==> src/rtl/alu_ctrl_pkg.sv <==
// Shared encodings for the multi-cycle RV32I controller and its ALU decoder.
// Latency: n/a (constants, types and one pure helper function).
// Backpressure: n/a.
package alu_ctrl_pkg;

    localparam int ALU_W = 4;
    typedef logic [ALU_W-1:0] alu_code_t;

    // ALUControl codes
    localparam alu_code_t ALU_ADD   = 4'h0;
    localparam alu_code_t ALU_SUB   = 4'h1;
    localparam alu_code_t ALU_SLL   = 4'h2;
    localparam alu_code_t ALU_SLT   = 4'h3;
    localparam alu_code_t ALU_SLTU  = 4'h4;
    localparam alu_code_t ALU_XOR   = 4'h5;
    localparam alu_code_t ALU_SRL   = 4'h6;
    localparam alu_code_t ALU_SRA   = 4'h7;
    localparam alu_code_t ALU_OR    = 4'h8;
    localparam alu_code_t ALU_AND   = 4'h9;
    localparam alu_code_t ALU_AUIPC = 4'hA;
    localparam alu_code_t ALU_LUI   = 4'hB;
    localparam alu_code_t ALU_PC4   = 4'hC;

    // Opcodes (IR[6:0])
    localparam logic [6:0] OP_LW     = 7'b0000011;
    localparam logic [6:0] OP_SW     = 7'b0100011;
    localparam logic [6:0] OP_RTYPE  = 7'b0110011;
    localparam logic [6:0] OP_ITYPE  = 7'b0010011;
    localparam logic [6:0] OP_BRANCH = 7'b1100011;
    localparam logic [6:0] OP_JAL    = 7'b1101111;
    localparam logic [6:0] OP_JALR   = 7'b1100111;
    localparam logic [6:0] OP_LUI    = 7'b0110111;
    localparam logic [6:0] OP_AUIPC  = 7'b0010111;

    // Datapath select encodings
    localparam logic [1:0] SRCA_PC       = 2'b00;
    localparam logic [1:0] SRCA_OLDPC    = 2'b01;
    localparam logic [1:0] SRCA_A        = 2'b10;
    localparam logic [1:0] SRCB_B        = 2'b00;
    localparam logic [1:0] SRCB_IMM      = 2'b01;
    localparam logic [1:0] SRCB_FOUR     = 2'b10;
    localparam logic [1:0] RES_ALUOUT    = 2'b00;
    localparam logic [1:0] RES_DATA      = 2'b01;
    localparam logic [1:0] RES_ALURESULT = 2'b10;
    localparam logic [2:0] IMM_I         = 3'b000;
    localparam logic [2:0] IMM_S         = 3'b001;
    localparam logic [2:0] IMM_B         = 3'b010;
    localparam logic [2:0] IMM_J         = 3'b011;
    localparam logic [2:0] IMM_U         = 3'b100;

    typedef enum logic [3:0] {
        S_FETCH, S_DECODE, S_MEMADR, S_MEMREAD, S_MEMWB, S_MEMWRITE,
        S_EXECR, S_EXECI, S_EXECU, S_ALUWB, S_BRANCH, S_JLINK, S_JTGT, S_TRAP
    } state_t;

    // Operation class handed to the ALU decoder by the FSM
    typedef enum logic [2:0] {
        OPC_ADD, OPC_RTYPE, OPC_ITYPE, OPC_BRANCH, OPC_LUI, OPC_AUIPC, OPC_LINK
    } opclass_t;

    // Branch resolution from the compare result. Unknown funct3 is never taken.
    function automatic logic branch_taken(input logic [2:0] f3, input logic zero);
        logic t;
        case (f3)
            3'b000:         t = zero;    // beq
            3'b001:         t = ~zero;   // bne
            3'b100, 3'b110: t = ~zero;   // blt/bltu: slt result 1 -> nonzero
            3'b101, 3'b111: t = zero;    // bge/bgeu
            default:        t = 1'b0;
        endcase
        return t;
    endfunction

endpackage

==> src/rtl/alu_decoder.sv <==
// Maps operation class + funct3/funct7b5 to the 4-bit ALUControl code.
// Latency: purely combinational.
// Backpressure: none.
// Ports: opclass, funct3, funct7b5 in; alu_control out.
module alu_decoder
    import alu_ctrl_pkg::*;
(
    input  opclass_t   opclass,
    input  logic [2:0] funct3,
    input  logic       funct7b5,
    output alu_code_t  alu_control
);

    always_comb begin
        alu_control = ALU_ADD;
        case (opclass)
            OPC_RTYPE, OPC_ITYPE: begin
                case (funct3)
                    // Only the register form may subtract: addi's IR[30] is immediate data.
                    3'b000: alu_control = (opclass == OPC_RTYPE && funct7b5) ? ALU_SUB : ALU_ADD;
                    3'b001: alu_control = ALU_SLL;
                    3'b010: alu_control = ALU_SLT;
                    3'b011: alu_control = ALU_SLTU;
                    3'b100: alu_control = ALU_XOR;
                    3'b101: alu_control = funct7b5 ? ALU_SRA : ALU_SRL;
                    3'b110: alu_control = ALU_OR;
                    3'b111: alu_control = ALU_AND;
                    default: alu_control = ALU_ADD;
                endcase
            end
            OPC_BRANCH: begin
                case (funct3)
                    3'b100, 3'b101: alu_control = ALU_SLT;
                    3'b110, 3'b111: alu_control = ALU_SLTU;
                    default:        alu_control = ALU_SUB;
                endcase
            end
            OPC_LUI:   alu_control = ALU_LUI;
            OPC_AUIPC: alu_control = ALU_AUIPC;
            OPC_LINK:  alu_control = ALU_PC4;
            default:   alu_control = ALU_ADD;
        endcase
    end

endmodule

==> src/rtl/multicycle_ctrl.sv <==
// Multi-cycle RV32I control FSM: sequences memory, ALU and register-file selects/strobes.
// Latency: Moore outputs from state+IR fields; 3-5 cycles per instruction with MemReady=1.
// Backpressure: FETCH, MEMREAD and MEMWRITE hold until MemReady; write strobes gated by it.
// Ports: clk, rst_n; op/funct3/funct7b5 from IR; Zero from ALU; MemReady/MemReq/MemWrite/AdrSrc
//        to memory; IRWrite/PCWrite/RegWrite, ALUSrcA/B, ResultSrc, ImmSrc, ALUControl to
//        datapath; Retired pulse; Illegal flag.
// Build option: ILLEGAL_TRAP_EN sends unknown opcodes to a sticky TRAP state (else NOP).
module multicycle_ctrl
    import alu_ctrl_pkg::*;
#(
    parameter int ALU_CTRL_WIDTH = 4,
    parameter int OP_WIDTH       = 7,
    parameter int FUNCT3_WIDTH   = 3
) (
    input  logic                      clk,
    input  logic                      rst_n,
    input  logic [OP_WIDTH-1:0]       op,
    input  logic [FUNCT3_WIDTH-1:0]   funct3,
    input  logic                      funct7b5,
    input  logic                      Zero,
    input  logic                      MemReady,
    output logic                      MemReq,
    output logic                      MemWrite,
    output logic                      AdrSrc,
    output logic                      IRWrite,
    output logic                      PCWrite,
    output logic                      RegWrite,
    output logic [1:0]                ALUSrcA,
    output logic [1:0]                ALUSrcB,
    output logic [1:0]                ResultSrc,
    output logic [2:0]                ImmSrc,
    output logic [ALU_CTRL_WIDTH-1:0] ALUControl,
    output logic                      Retired,
    output logic                      Illegal
);

    state_t    state, next_state;
    opclass_t  opclass;
    alu_code_t alu_code;

    logic mem_req, mem_write, ir_write, pc_write, reg_write, retired;

    always_ff @(posedge clk or negedge rst_n) begin
        if (!rst_n) state <= S_FETCH;
        else        state <= next_state;
    end

    always_comb begin
        next_state = state;
        mem_req    = 1'b0;
        mem_write  = 1'b0;
        ir_write   = 1'b0;
        pc_write   = 1'b0;
        reg_write  = 1'b0;
        retired    = 1'b0;
        AdrSrc     = 1'b0;
        ALUSrcA    = SRCA_PC;
        ALUSrcB    = SRCB_B;
        ResultSrc  = RES_ALUOUT;
        ImmSrc     = IMM_I;
        opclass    = OPC_ADD;

        case (state)
            S_FETCH: begin
                mem_req   = 1'b1;
                ALUSrcB   = SRCB_FOUR;
                ResultSrc = RES_ALURESULT;
                ir_write  = MemReady;
                pc_write  = MemReady;
                if (MemReady) next_state = S_DECODE;
            end
            S_DECODE: begin
                // Branch target is computed speculatively into ALUOut.
                ALUSrcA = SRCA_OLDPC;
                ALUSrcB = SRCB_IMM;
                ImmSrc  = IMM_B;
                case (op)
                    OP_LW, OP_SW:      next_state = S_MEMADR;
                    OP_RTYPE:          next_state = S_EXECR;
                    OP_ITYPE:          next_state = S_EXECI;
                    OP_BRANCH:         next_state = S_BRANCH;
                    OP_JAL, OP_JALR:   next_state = S_JLINK;
                    OP_LUI, OP_AUIPC:  next_state = S_EXECU;
                    default: begin
`ifdef ILLEGAL_TRAP_EN
                        next_state = S_TRAP;
`else
                        next_state = S_FETCH;
                        retired    = 1'b1;
`endif
                    end
                endcase
            end
            S_MEMADR: begin
                ALUSrcA    = SRCA_A;
                ALUSrcB    = SRCB_IMM;
                ImmSrc     = (op == OP_SW) ? IMM_S : IMM_I;
                next_state = (op == OP_SW) ? S_MEMWRITE : S_MEMREAD;
            end
            S_MEMREAD: begin
                mem_req = 1'b1;
                AdrSrc  = 1'b1;
                if (MemReady) next_state = S_MEMWB;
            end
            S_MEMWB: begin
                ResultSrc  = RES_DATA;
                reg_write  = 1'b1;
                retired    = 1'b1;
                next_state = S_FETCH;
            end
            S_MEMWRITE: begin
                mem_req   = 1'b1;
                mem_write = 1'b1;
                AdrSrc    = 1'b1;
                retired   = MemReady;
                if (MemReady) next_state = S_FETCH;
            end
            S_EXECR: begin
                ALUSrcA    = SRCA_A;
                ALUSrcB    = SRCB_B;
                opclass    = OPC_RTYPE;
                next_state = S_ALUWB;
            end
            S_EXECI: begin
                ALUSrcA    = SRCA_A;
                ALUSrcB    = SRCB_IMM;
                ImmSrc     = IMM_I;
                opclass    = OPC_ITYPE;
                next_state = S_ALUWB;
            end
            S_EXECU: begin
                // The ALU applies the <<12 itself; auipc adds OldPC internally.
                ALUSrcA    = SRCA_OLDPC;
                ALUSrcB    = SRCB_IMM;
                ImmSrc     = IMM_U;
                opclass    = (op == OP_LUI) ? OPC_LUI : OPC_AUIPC;
                next_state = S_ALUWB;
            end
            S_ALUWB: begin
                ResultSrc  = RES_ALUOUT;
                reg_write  = 1'b1;
                retired    = 1'b1;
                next_state = S_FETCH;
            end
            S_BRANCH: begin
                ALUSrcA    = SRCA_A;
                ALUSrcB    = SRCB_B;
                ResultSrc  = RES_ALUOUT;
                opclass    = OPC_BRANCH;
                pc_write   = branch_taken(funct3[2:0], Zero);
                retired    = 1'b1;
                next_state = S_FETCH;
            end
            S_JLINK: begin
                // Link first: A was latched earlier, so jalr with rd==rs1 is safe.
                ALUSrcA    = SRCA_OLDPC;
                ResultSrc  = RES_ALURESULT;
                opclass    = OPC_LINK;
                reg_write  = 1'b1;
                next_state = S_JTGT;
            end
            S_JTGT: begin
                ALUSrcA    = (op == OP_JALR) ? SRCA_A : SRCA_OLDPC;
                ALUSrcB    = SRCB_IMM;
                ImmSrc     = (op == OP_JALR) ? IMM_I : IMM_J;
                ResultSrc  = RES_ALURESULT;
                pc_write   = 1'b1;
                retired    = 1'b1;
                next_state = S_FETCH;
            end
            S_TRAP: begin
                next_state = S_TRAP;
            end
            default: begin
                next_state = S_FETCH;
            end
        endcase
    end

    alu_decoder u_alu_decoder (
        .opclass     (opclass),
        .funct3      (funct3[2:0]),
        .funct7b5    (funct7b5),
        .alu_control (alu_code)
    );

    assign ALUControl = alu_code;

    // Reset state is FETCH, which would request memory; mask strobes while rst_n is low.
    assign MemReq   = mem_req   & rst_n;
    assign MemWrite = mem_write & rst_n;
    assign IRWrite  = ir_write  & rst_n;
    assign PCWrite  = pc_write  & rst_n;
    assign RegWrite = reg_write & rst_n;
    assign Retired  = retired   & rst_n;

`ifdef ILLEGAL_TRAP_EN
    assign Illegal = (state == S_TRAP) & rst_n;
`else
    assign Illegal = 1'b0;
`endif

endmodule

==> config.mk <==
export PLATFORM = sky130hd
export DESIGN_NAME = multicycle_ctrl
export DESIGN_NICKNAME = d
export VERILOG_FILES = /design/src/rtl/alu_ctrl_pkg.sv /design/src/rtl/alu_decoder.sv /design/src/rtl/multicycle_ctrl.sv
export SDC_FILE = /design/constraint.sdc
export NUM_CORES = 1
export LEC_CHECK = 0
export CORE_MARGIN = 2
export CORE_UTILIZATION = 40
export CTS_CLUSTER_DIAMETER = 120
export DETAILED_ROUTE_END_ITERATION = 8
export GPL_TIMING_DRIVEN = 1
export PLACE_DENSITY = 0.77
export SLEW_MARGIN = 20
export SYNTH_ARGS = -nofsm -noshare
export SYNTH_HDL_FRONTEND = slang
export SYNTH_SLANG_ARGS = --single-unit
export TNS_END_PERCENT = 20
==> constraint.sdc <==
create_clock -name clk -period 1.52 [get_ports clk]
set_input_delay 0.228 -clock clk [delete_from_list [all_inputs] [get_ports clk]]
set_output_delay 0.228 -clock clk [all_outputs]
set_load 0.01 [all_outputs]
==> summary.json <==
{
  "outcome": "finished with violations",
  "violations": "negative setup slack",
  "dp_hpwl_um": 2934,
  "cts-hold-fix-buffers": 0,
  "asyncSetResetFlopFracSynth_pct": 100.0,
  "grt.overflow.total": 0,
  "max_cap_violations": 0,
  "worstPathMaxFanout": 5,
  "power.density_cell_area_nw_per_um2": 1769,
  "syn-instance-count": 146,
  "worstSkewPairLatency_ns": 0.27,
  "timing_hold_violations_final": 0,
  "multi_input_comb_area_um2": 1003,
  "power_leakage_uw": 0.0009923,
  "worstHoldPathType": "input port to async pin",
  "final-seq-area_um2": 105.1,
  "std_cell_rows": 17,
  "finalCritPeriodShare_pct": 131.0,
  "remaining_drc_errors": 0,
  "die_height_um": 52.89,
  "ios": 36,
  "antenna_found_initial": 0,
  "r2r-end": "state[0]$_DFFE_PN0P_",
  "vias": 1765,
  "finalWorstPathRequiredPeriod_ns": 1.991,
  "critical_path_class": "flop to output port",
  "reg2reg_from": "state[2]$_DFFE_PN0P_",
  "fmax_mhz": 502.3,
  "wire_per_inst_um": 22.43,
  "portion_of_the_post_synthesis_area_used_by_sequential_elements_pct": 10.47,
  "top_regs": "state: 4 flops",
  "largest_register_ff_count": 4,
  "cts_buffer_depth": 2,
  "post_route_cells_drive_above_1_share_pct": 61.41,
  "grt_first_pass_wirelength_um": 7424,
  "total_of_warnings_raised_by_yosys": 0,
  "setup_tns_ns": -6.379,
  "cts.root.buffer_cell": "sky130_fd_sc_hd__clkbuf_4",
  "drt_pass1_iterations": 5,
  "synthFlopType": "sky130_fd_sc_hd__dfrtp_1",
  "detail_route.wirelength_um": 6035,
  "gp_routability_congestion": 0.8950,
  "path_clk_slew_ns": 0.06,
  "cts_inserted_buffers": 3,
  "clock-skew-final_ns": 0.003235,
  "port_buf_inserts": 34,
  "critical_path.startpoint_type": "flop",
  "max_flop_register": "state",
  "slack_of_the_critical_path_ns": -0.4707,
  "routed_via_density": 6.561,
  "final-setup-viol-count": 24,
  "cts_tree": "built",
  "antenna_cells": 0,
  "synth_edf_count": 0,
  "worst-endpoint-required_ns": 1.29,
  "detail-route-antenna-nets": 0,
  "critical_path_origin": "state[2]$_DFFE_PN0P_",
  "crit_end": "ImmSrc[0]",
  "endpoint_kind": "output port",
  "syn_nets": 161,
  "reg2regPathDepth": 9,
  "arrival_ns": 1.76,
  "htree_num_levels": 1,
  "grt_max_degree": 17,
  "cts_sinks": 4,
  "synthesis.area_um2": 955.9,
  "preCtsSetupSlack_ns": -0.7147,
  "design.core.area_um2": 2233,
  "final_nets": 258,
  "grt_pass1_vias": 1551,
  "floorplan.initialDensity_pct": 42.80,
  "die_area_um2": 2797,
  "synth_area_per_cell_um2": 6.547,
  "1st_iter_drt_viols": 152,
  "overall_global_routing_resource_usage_pct": 36.71,
  "mostFrequentLayoutCell": "sky130_fd_sc_hd__buf_4",
  "area.growth.synth_to_final_pct": 113.9,
  "timing.reg2reg.setup_slack_ns": -0.35,
  "vdd_drop_max_mv": 1.933,
  "yosys_register_bits": 4,
  "fillCellCount": 92,
  "die_w_um": 52.89,
  "layout.cells.most_common_list": "sky130_fd_sc_hd__buf_4, sky130_fd_sc_hd__buf_2, sky130_fd_sc_hd__buf_6",
  "unrepaired_setup_endpoints_after_global_routing": "true",
  "final-max-slew-violation-count": 0,
  "synth.lib_cells_used.distinct": 50
}
==> cell families after synthesis <==
| family | count (synthesis) | synth area share [%] |
|---|---|---|
| AOI/OAI and AO/OA | 45 | 30.10 |
| and+or+nand+nor | 72 | 43.46 |
| xor gates and xnor gates | 4 | 3.666 |
| other | 1 | 0.3923 |
| DFF | 4 | 10.47 |
| buffers and inverters | 19 | 10.86 |
| muxes | 1 | 1.047 |
==> area by class of cell <==
type / count / area share [%]
clock buffers: 3 / 1.102
inverters: 5 / 1.040
flip-flops and latches: 4 / 5.141
well taps: 28 / 1.714
repair buffers: 106 / 41.92
multi-input cells: 123 / 49.08
==> Yosys cell counts, drive strengths merged, types with 2 or more instances <==
master   n  area, um2
nand2   17      63.81
nor2    13      51.30
o21ai   12      60.05
a21oi    9      45.04
buf      8      62.56
nor3     7      40.04
clkbuf   6      22.52
nand2b   6      37.54
a31oi    5      31.28
inv      5      18.77
dfrtp    4      100.1
nand3    4      20.02
nand3b   4      30.03
nor2b    4      35.03
and3     3      18.77
nand4    3      18.77
xnor2    3      26.28
a21o     2      15.01
a22o     2      17.52
and2     2      15.02
o21a     2      15.01
o21bai   2      15.01
o22ai    2      12.51
o311ai   2      17.52
o31ai    2      15.01
or2b     2      15.01
==> where the power goes <==
part / total [uW] / switching, uW / internal (uW) / leakage (uW)
logic: 3190 / 1560 / 1630 / 0.000931
clock network: 174 / 82.8 / 91.0 / 0.0000138
registers: 256 / 97.5 / 158 / 0.0000473
total: 3620 / 1740 / 1880 / 0.000992
==> worst min-delay path by stage <==
| stage | start | to | slack, ns | cells after the start |
|---|---|---|---|---|
| final | rst_n | state[3]$_DFFE_PN0P_ | 0.25 | 2 |
| after global routing | rst_n | state[3]$_DFFE_PN0P_ | 0.25 | 2 |
| after CTS | rst_n | state[3]$_DFFE_PN0P_ | 0.26 | 2 |
| after detailed placement | rst_n | state[3]$_DFFE_PN0P_ | 0.52 | 2 |
| after global placement | rst_n | state[3]$_DFFE_PN0P_ | 0.51 | 2 |
| after floorplan | rst_n | state[0]$_DFFE_PN0P_ | -0.07 | 0 |
==> routing by layer <==
layer	global-route usage, %	wire (um)	up-vias
met2	63.33	2824	176
met5	0	0	-
met4	22.65	414	0
met3	6.780	631	57
met1	41.23	2165	811
li1	-	-	721
==> worst max-delay path, cell delays in order (launching register included) <==
cell	delay [ns]
sky130_fd_sc_hd__dfrtp_2	0.48
sky130_fd_sc_hd__buf_6	0.16
sky130_fd_sc_hd__nor2_4	0.11
sky130_fd_sc_hd__buf_6	0.12
sky130_fd_sc_hd__nand2_1	0.07
sky130_fd_sc_hd__nor2_1	0.13
sky130_fd_sc_hd__a31oi_1	0.12
sky130_fd_sc_hd__o22ai_1	0.15
sky130_fd_sc_hd__buf_2	0.15
==> repair_timing <==
action,4_1_cts,5_1_grt
gates resized for setup,149,29
setup endpoints to repair,21,22
pin swaps,20,10
setup buffers,14,4
endpoints found under the hold margin,0,0
==> per-stage QoR <==
| stage | utilization, % | hold slack, ns | total power, uW | area (um2) | std cells |
|---|---|---|---|---|---|
| 2_1_floorplan | - | -0.06759 | 1312 | 960.9 | 146 |
| 3_3_place_gp | 74.51 | 0.5079 | 2429 | 1664 | 249 |
| 3_5_place_dp | 74.51 | 0.5159 | 2501 | 1664 | 249 |
| 4_1_cts | 85.10 | 0.2594 | 3053 | 1901 | 265 |
| 5_1_grt | 91.54 | 0.2452 | 3774 | 2044 | 269 |
| 6_report | 91.54 | 0.2453 | 3617 | 2044 | 269 |
Note: power is estimated with default switching activity, not from simulation.
